<file path="src/rtl/tinychip_mem_pkg.sv">
`default_nettype none
// ============================================================================
// Module  : tinychip_mem_pkg
// Purpose : Shared types and sizes for the data-memory arbitration path.
//           Provides the data memory geometry, the arbiter state encoding and
//           the requester port identifiers.
// Ports   : none (package)
// Revision: 1.0 - initial release
// ============================================================================
package tinychip_mem_pkg;

  localparam int DMEM_ADDR_W = 6;
  localparam int DMEM_DATA_W = 16;

  typedef enum logic [1:0] {
    IDLE   = 2'd0,
    ACCESS = 2'd1,
    RESP   = 2'd2
  } arb_state_t;

  typedef enum logic {
    PORT_CORE = 1'b0,
    PORT_LDR  = 1'b1
  } port_id_t;

endpackage : tinychip_mem_pkg
`default_nettype wire

</file>
<file path="src/rtl/dmem_arbiter_rr_picker2.sv">
`default_nettype none
// ============================================================================
// Module  : rr_picker2
// Purpose : Two-way combinational winner selection. A lone requester always
//           wins; on a tie either the core wins (fixed priority) or the port
//           that did not win last time wins (round-robin).
// Ports   : req[1:0]     in   request vector, bit 0 = core, bit 1 = loader
//           last_winner  in   port granted most recently
//           fixed_prio   in   1 = core wins ties, 0 = alternate on ties
//           valid        out  at least one request present
//           winner       out  selected port (meaningful when valid)
// Revision: 1.0 - initial release
// ============================================================================
module rr_picker2
  import tinychip_mem_pkg::*;
(
  input  logic [1:0] req,
  input  port_id_t   last_winner,
  input  logic       fixed_prio,
  output logic       valid,
  output port_id_t   winner
);

  always_comb begin
    valid  = |req;
    winner = PORT_CORE;
    case (req)
      2'b01:   winner = PORT_CORE;
      2'b10:   winner = PORT_LDR;
      2'b11: begin
        if (fixed_prio) begin
          winner = PORT_CORE;
        end else begin
          // Tie: the port that lost last time gets its turn.
          winner = (last_winner == PORT_CORE) ? PORT_LDR : PORT_CORE;
        end
      end
      default: winner = PORT_CORE;
    endcase
  end

endmodule : rr_picker2
`default_nettype wire

</file>
<file path="src/rtl/dmem_arbiter.sv">
`default_nettype none
// ============================================================================
// Module  : dmem_arbiter
// Purpose : Shares the single-port 64x16 data memory between the core (port 0)
//           and the loader (port 1). Each access runs IDLE -> ACCESS (one
//           cycle, memory strobe + grant) and, for reads, -> RESP (one cycle,
//           read data returned). Request fields are latched on acceptance.
// Ports   : clk, reset                     clock / async active-high reset
//           core_req/we/addr/wdata    in   core request
//           core_gnt, core_rvalid     out  core grant / read-valid pulses
//           core_rdata                out  core read data (0 when not valid)
//           ldr_req/we/addr/wdata     in   loader request
//           ldr_gnt, ldr_rvalid       out  loader grant / read-valid pulses
//           ldr_rdata                 out  loader read data (0 when not valid)
//           mem_addr, mem_wdata       out  to data memory
//           mem_read, mem_write       out  data memory strobes
//           mem_rdata                 in   data memory read data (1-cycle)
//           busy                      out  arbiter not in IDLE
// Revision: 1.0 - initial release
// ============================================================================
module dmem_arbiter
  import tinychip_mem_pkg::*;
#(
  parameter int ADDR_W     = DMEM_ADDR_W,
  parameter int DATA_W     = DMEM_DATA_W,
  parameter int FIXED_PRIO = 0
) (
  input  logic              clk,
  input  logic              reset,
  input  logic              core_req,
  input  logic              core_we,
  input  logic [ADDR_W-1:0] core_addr,
  input  logic [DATA_W-1:0] core_wdata,
  output logic              core_gnt,
  output logic              core_rvalid,
  output logic [DATA_W-1:0] core_rdata,
  input  logic              ldr_req,
  input  logic              ldr_we,
  input  logic [ADDR_W-1:0] ldr_addr,
  input  logic [DATA_W-1:0] ldr_wdata,
  output logic              ldr_gnt,
  output logic              ldr_rvalid,
  output logic [DATA_W-1:0] ldr_rdata,
  output logic [ADDR_W-1:0] mem_addr,
  output logic [DATA_W-1:0] mem_wdata,
  output logic              mem_read,
  output logic              mem_write,
  input  logic [DATA_W-1:0] mem_rdata,
  output logic              busy
);

  localparam logic FIXED_PRIO_BIT = (FIXED_PRIO != 0);

  arb_state_t        state;
  arb_state_t        state_next;
  port_id_t          sel;          // winner of the access in flight
  port_id_t          last_winner;  // most recently granted port
  logic              lat_we;
  logic [ADDR_W-1:0] lat_addr;
  logic [DATA_W-1:0] lat_wdata;

  logic              pick_valid;
  port_id_t          pick_winner;

  rr_picker2 u_picker (
    .req         ({ldr_req, core_req}),
    .last_winner (last_winner),
    .fixed_prio  (FIXED_PRIO_BIT),
    .valid       (pick_valid),
    .winner      (pick_winner)
  );

  // State register.
  always_ff @(posedge clk or posedge reset) begin
    if (reset) begin
      state <= IDLE;
    end else begin
      state <= state_next;
    end
  end

  // Next-state logic.
  always_comb begin
    state_next = state;
    case (state)
      IDLE:    state_next = pick_valid ? ACCESS : IDLE;
      ACCESS:  state_next = lat_we ? IDLE : RESP;
      RESP:    state_next = IDLE;
      default: state_next = IDLE;
    endcase
  end

  // Request capture and arbitration history. Fields are taken only on the
  // IDLE edge that accepts a request; later changes on the port are ignored.
  always_ff @(posedge clk or posedge reset) begin
    if (reset) begin
      sel         <= PORT_CORE;
      last_winner <= PORT_LDR;   // core wins the first tie after reset
      lat_we      <= 1'b0;
      lat_addr    <= '0;
      lat_wdata   <= '0;
    end else begin
      if (state == IDLE && pick_valid) begin
        sel <= pick_winner;
        if (pick_winner == PORT_LDR) begin
          lat_we    <= ldr_we;
          lat_addr  <= ldr_addr;
          lat_wdata <= ldr_wdata;
        end else begin
          lat_we    <= core_we;
          lat_addr  <= core_addr;
          lat_wdata <= core_wdata;
        end
      end
      // History moves only when a grant is actually issued.
      if (state == ACCESS) begin
        last_winner <= sel;
      end
    end
  end

  // Output decode.
  always_comb begin
    core_gnt    = 1'b0;
    ldr_gnt     = 1'b0;
    core_rvalid = 1'b0;
    ldr_rvalid  = 1'b0;
    core_rdata  = '0;
    ldr_rdata   = '0;
    mem_read    = 1'b0;
    mem_write   = 1'b0;
    mem_addr    = lat_addr;
    mem_wdata   = lat_wdata;
    busy        = (state != IDLE);
    case (state)
      ACCESS: begin
        core_gnt  = (sel == PORT_CORE);
        ldr_gnt   = (sel == PORT_LDR);
        mem_write = lat_we;
        mem_read  = ~lat_we;
      end
      RESP: begin
        if (sel == PORT_LDR) begin
          ldr_rvalid = 1'b1;
          ldr_rdata  = mem_rdata;
        end else begin
          core_rvalid = 1'b1;
          core_rdata  = mem_rdata;
        end
      end
      default: ;
    endcase
  end

endmodule : dmem_arbiter
`default_nettype wire

</file>
<file path="config.mk">
export PLATFORM = sky130hd
export DESIGN_NAME = dmem_arbiter
export DESIGN_NICKNAME = d
export VERILOG_FILES = /design/src/rtl/tinychip_mem_pkg.sv /design/src/rtl/dmem_arbiter_rr_picker2.sv /design/src/rtl/dmem_arbiter.sv
export SDC_FILE = /design/constraint.sdc
export NUM_CORES = 1
export LEC_CHECK = 0
export BUFFER_PORTS_ARGS = -buffer_cell sky130_fd_sc_hd__buf_4
export CAP_MARGIN = 15
export CORE_MARGIN = 2
export CORE_UTILIZATION = 42
export CTS_BUF_LIST = sky130_fd_sc_hd__clkbuf_8
export DETAILED_ROUTE_END_ITERATION = 10
export PLACE_DENSITY = 0.91
export SYNTH_ARGS = -nofsm -noshare
export SYNTH_HDL_FRONTEND = slang
export SYNTH_SLANG_ARGS = --single-unit
</file>
<file path="constraint.sdc">
create_clock -name clk -period 2.39 [get_ports clk]
set_clock_uncertainty 0.2 [all_clocks]
set_input_delay 0.239 -clock clk [delete_from_list [all_inputs] [get_ports clk]]
set_output_delay 0.239 -clock clk [all_outputs]
set_load 0.1 [all_outputs]
</file>
==> results.yml <==
drt:
  num_vias: 1458
  wl_per_cell_um: 14.3
  vias_per_cell: 4.75
  first_iter_violations: 19
  dr.pass1.iters: 4
  wl_um: 4390
  ant_nets: 0
  drc: 0
flow_run:
  maxCapViolations: 0
layout:
  drive_above_1_share_pct: 77.8
  stdcell_area_um2: 2780
  n_fill_cell: 295
  regArea_um2: 677
  multi_input_area_um2: 958
  antenna_cells: 0
  final_nets: 324
  area_growth_syn_to_layout_pct: 62.7
cts:
  numCtsBuffers: 3
  clkTransAtPathRegs_ns: 0.09
  cts.path.max_buffers: 2
  cts_tree: "yes"
  cts-htree-levels: 1
  clk_latency_ns: 0.26
  clockRootBuffer: "clkbuf_8"
  postCtsSetupRepairBufs: 0
  cts_num_sinks: 27
sta:
  rsz0062_at_grt: "no"
  tightest_slew_ns: 0.337
  tns_ns: 0
  finalSetupViolations: 0
  slew_viol_final: 0
  min_period_over_period_pct: 83.3
  finalCriticalPeriod_ns: 1.99
  final-hold-violation-count: 0
  timing.fmax_mhz: 502
  max-slew-margin-rel_pct: 77.6
setup_path:
  arrival_ns: 1.55
  cp_slowest_stage_delay_ns: 0.37
  crit_required_ns: 1.95
  crit_top_cell: "buf_4"
  crit_type: "reg2out"
  path_max_fanout: 17
  cp-end-kind: "output port"
  startpoint_type: "flip-flop"
  path_cells: "inv_1, nor3b_1, buf_4, and2_2, buf_4"
  slowest_stage: "dfrtp_1"
logic_synthesis:
  synthSimpleGateAreaFrac_pct: 15.1
  ys_types: 18
  avgSynthCellArea_um2: 13.3
  netlist_instances: 128
  synthAdderAreaFrac_pct: 0
  ys_seq_elements: 27
  yosys-top-cells-area: "dfrtp_1 (38%), mux2_4 (32%), and2_1 (12%)"
  yosys_warnings: 0
  yosysSeqAreaShare_pct: 39.7
  synth_top_area_cell: "dfrtp_1"
  synth_xor_area_share_pct: 0
  syn_nets: 194
  synth_compound_area_share_pct: 1.03
  synth_top_area_share_pct: 38.1
  synth_top_family_by_area: "multiplexers"
  synth_mux_area_share_pct: 38.7
  netlist_area_um2: 1710
global_routing:
  grt_max_degree: 28
  antenna_found_initial: 0
  track_usage_pct: 19.0
  grt_pass1_wl_um: 6530
  overflow: 0
  grt_pass1_vias: 1389
outcome:
  outcome: "complete, no violations"
min_path:
  hold_class: "in2reg"
place:
  place_area_um2: 2720
  io_buffer_count: 126
  place_congestion: 0.686
  hpwl_um: 3570
floorplan:
  dieArea_um2: 4590
  die_x_um: 67.7
  row_count: 23
  start_util_pct: 43.3
  coreArea_um2: 3940
  die-height_um: 67.7
  pin_count: 127
[state kept, by name (all words and copies together) (netlist names)]
| signal | count |
|---|---|
| mem_addr | 6 |
| mem_wdata | 16 |
| state | 2 |
| lat_we | 1 |
| last_winner | 1 |
| sel | 1 |
[metal layers]
layer	routed length [um]	up-vias	track usage (%)
met4	65	0	5.10
met1	1500	675	20.5
met2	2270	91	35.5
met5	0	-	0
li1	-	686	-
met3	563	6	5.67
[path summary, 6_finish.rpt]
check / start / to / slack, ns / depth (start not counted)
setup / recovery: sel / ldr_rdata[13] / 0.40 / 5
hold / removal: ldr_we / lat_we / 0.07 / 3
setup reg to reg: last_winner / mem_wdata[6] / 0.56 / 4
hold reg to reg: lat_we / state[1] / 0.24 / 1
max in group asynchronous: reset / last_winner / 1.27 / 4
min in group asynchronous: reset / mem_wdata[13] / 0.42 / 4
[synthesized netlist by cell type (all sizes together)]
| library cell | instances |
|---|---|
| inv | 3 |
| buf | 6 |
| nand2b | 1 |
| mux2 | 44 |
| clkbuf | 1 |
| nor2 | 6 |
| a21o | 1 |
| or2 | 1 |
| nor3b | 2 |
| a21bo | 1 |
| dfrtp | 26 |
| mux2i | 3 |
| dfstp | 1 |
| and2 | 32 |
[stage by stage]
step	cells	utilization [%]	hold WS [ns]	setup WS, ns
after floorplan	128	-	0.0910	0.000973
after global placement	302	68.9	0.122	0.609
after detailed placement	302	68.9	0.146	0.570
after CTS	307	70.4	0.0666	0.377
after global routing	307	70.4	0.102	0.249
final	307	70.4	0.0666	0.398
[layout make-up]
type                    instances  share of cell area (%)
clock buffers                   3                    1.49
clock inverters                 1                   0.270
inverters                       3                   0.406
multi-input cells              91                    34.5
flip-flops and latches         27                    24.4
well taps                      50                    2.25
repair buffers                132                    36.7
[cell usage in the layout (no fill, tap or decap)]
cell type / instances
buf_4: 129
mux2_4: 36
dfrtp_1: 26
and2_2: 18
and2_1: 14
mux2_2: 8
nor2_1: 5
inv_1: 3
mux2i_1: 3
clkbuf_8: 3
nor3b_1: 2
buf_12: 2
a21bo_1: 1
or2_2: 1
nor2_4: 1
nand2b_1: 1
a21o_1: 1
clkinvlp_4: 1
dlygate4sd3_1: 1
dfstp_2: 1
[worst max-delay path, delay by kind of cell, from the launching register on]
kind                   cells  cell delay [ns]
flip-flops                 1             0.37
AND/OR/NAND/NOR            2             0.35
buffers and inverters      3             0.56
[logic make-up (layout without fill, tap and decap cells)]
group / count (synthesis) / count (layout)
AOI/OAI and AO/OA: 2 / 2
buffers and inverters: 10 / 139
DFF: 27 / 27
muxes: 47 / 47
and+or+nand+nor: 42 / 42
[timing repair]
item / CTS / global route
endpoints found under the hold margin: 26 / 0
gates resized for setup: 0 / 0
endpoints found under the setup margin: 0 / 0
hold buffers: 1 / 0
Power is left out: the tool's default activity adds up to more than one toggle a clock period on the data nets, which glitch-free logic cannot reach.
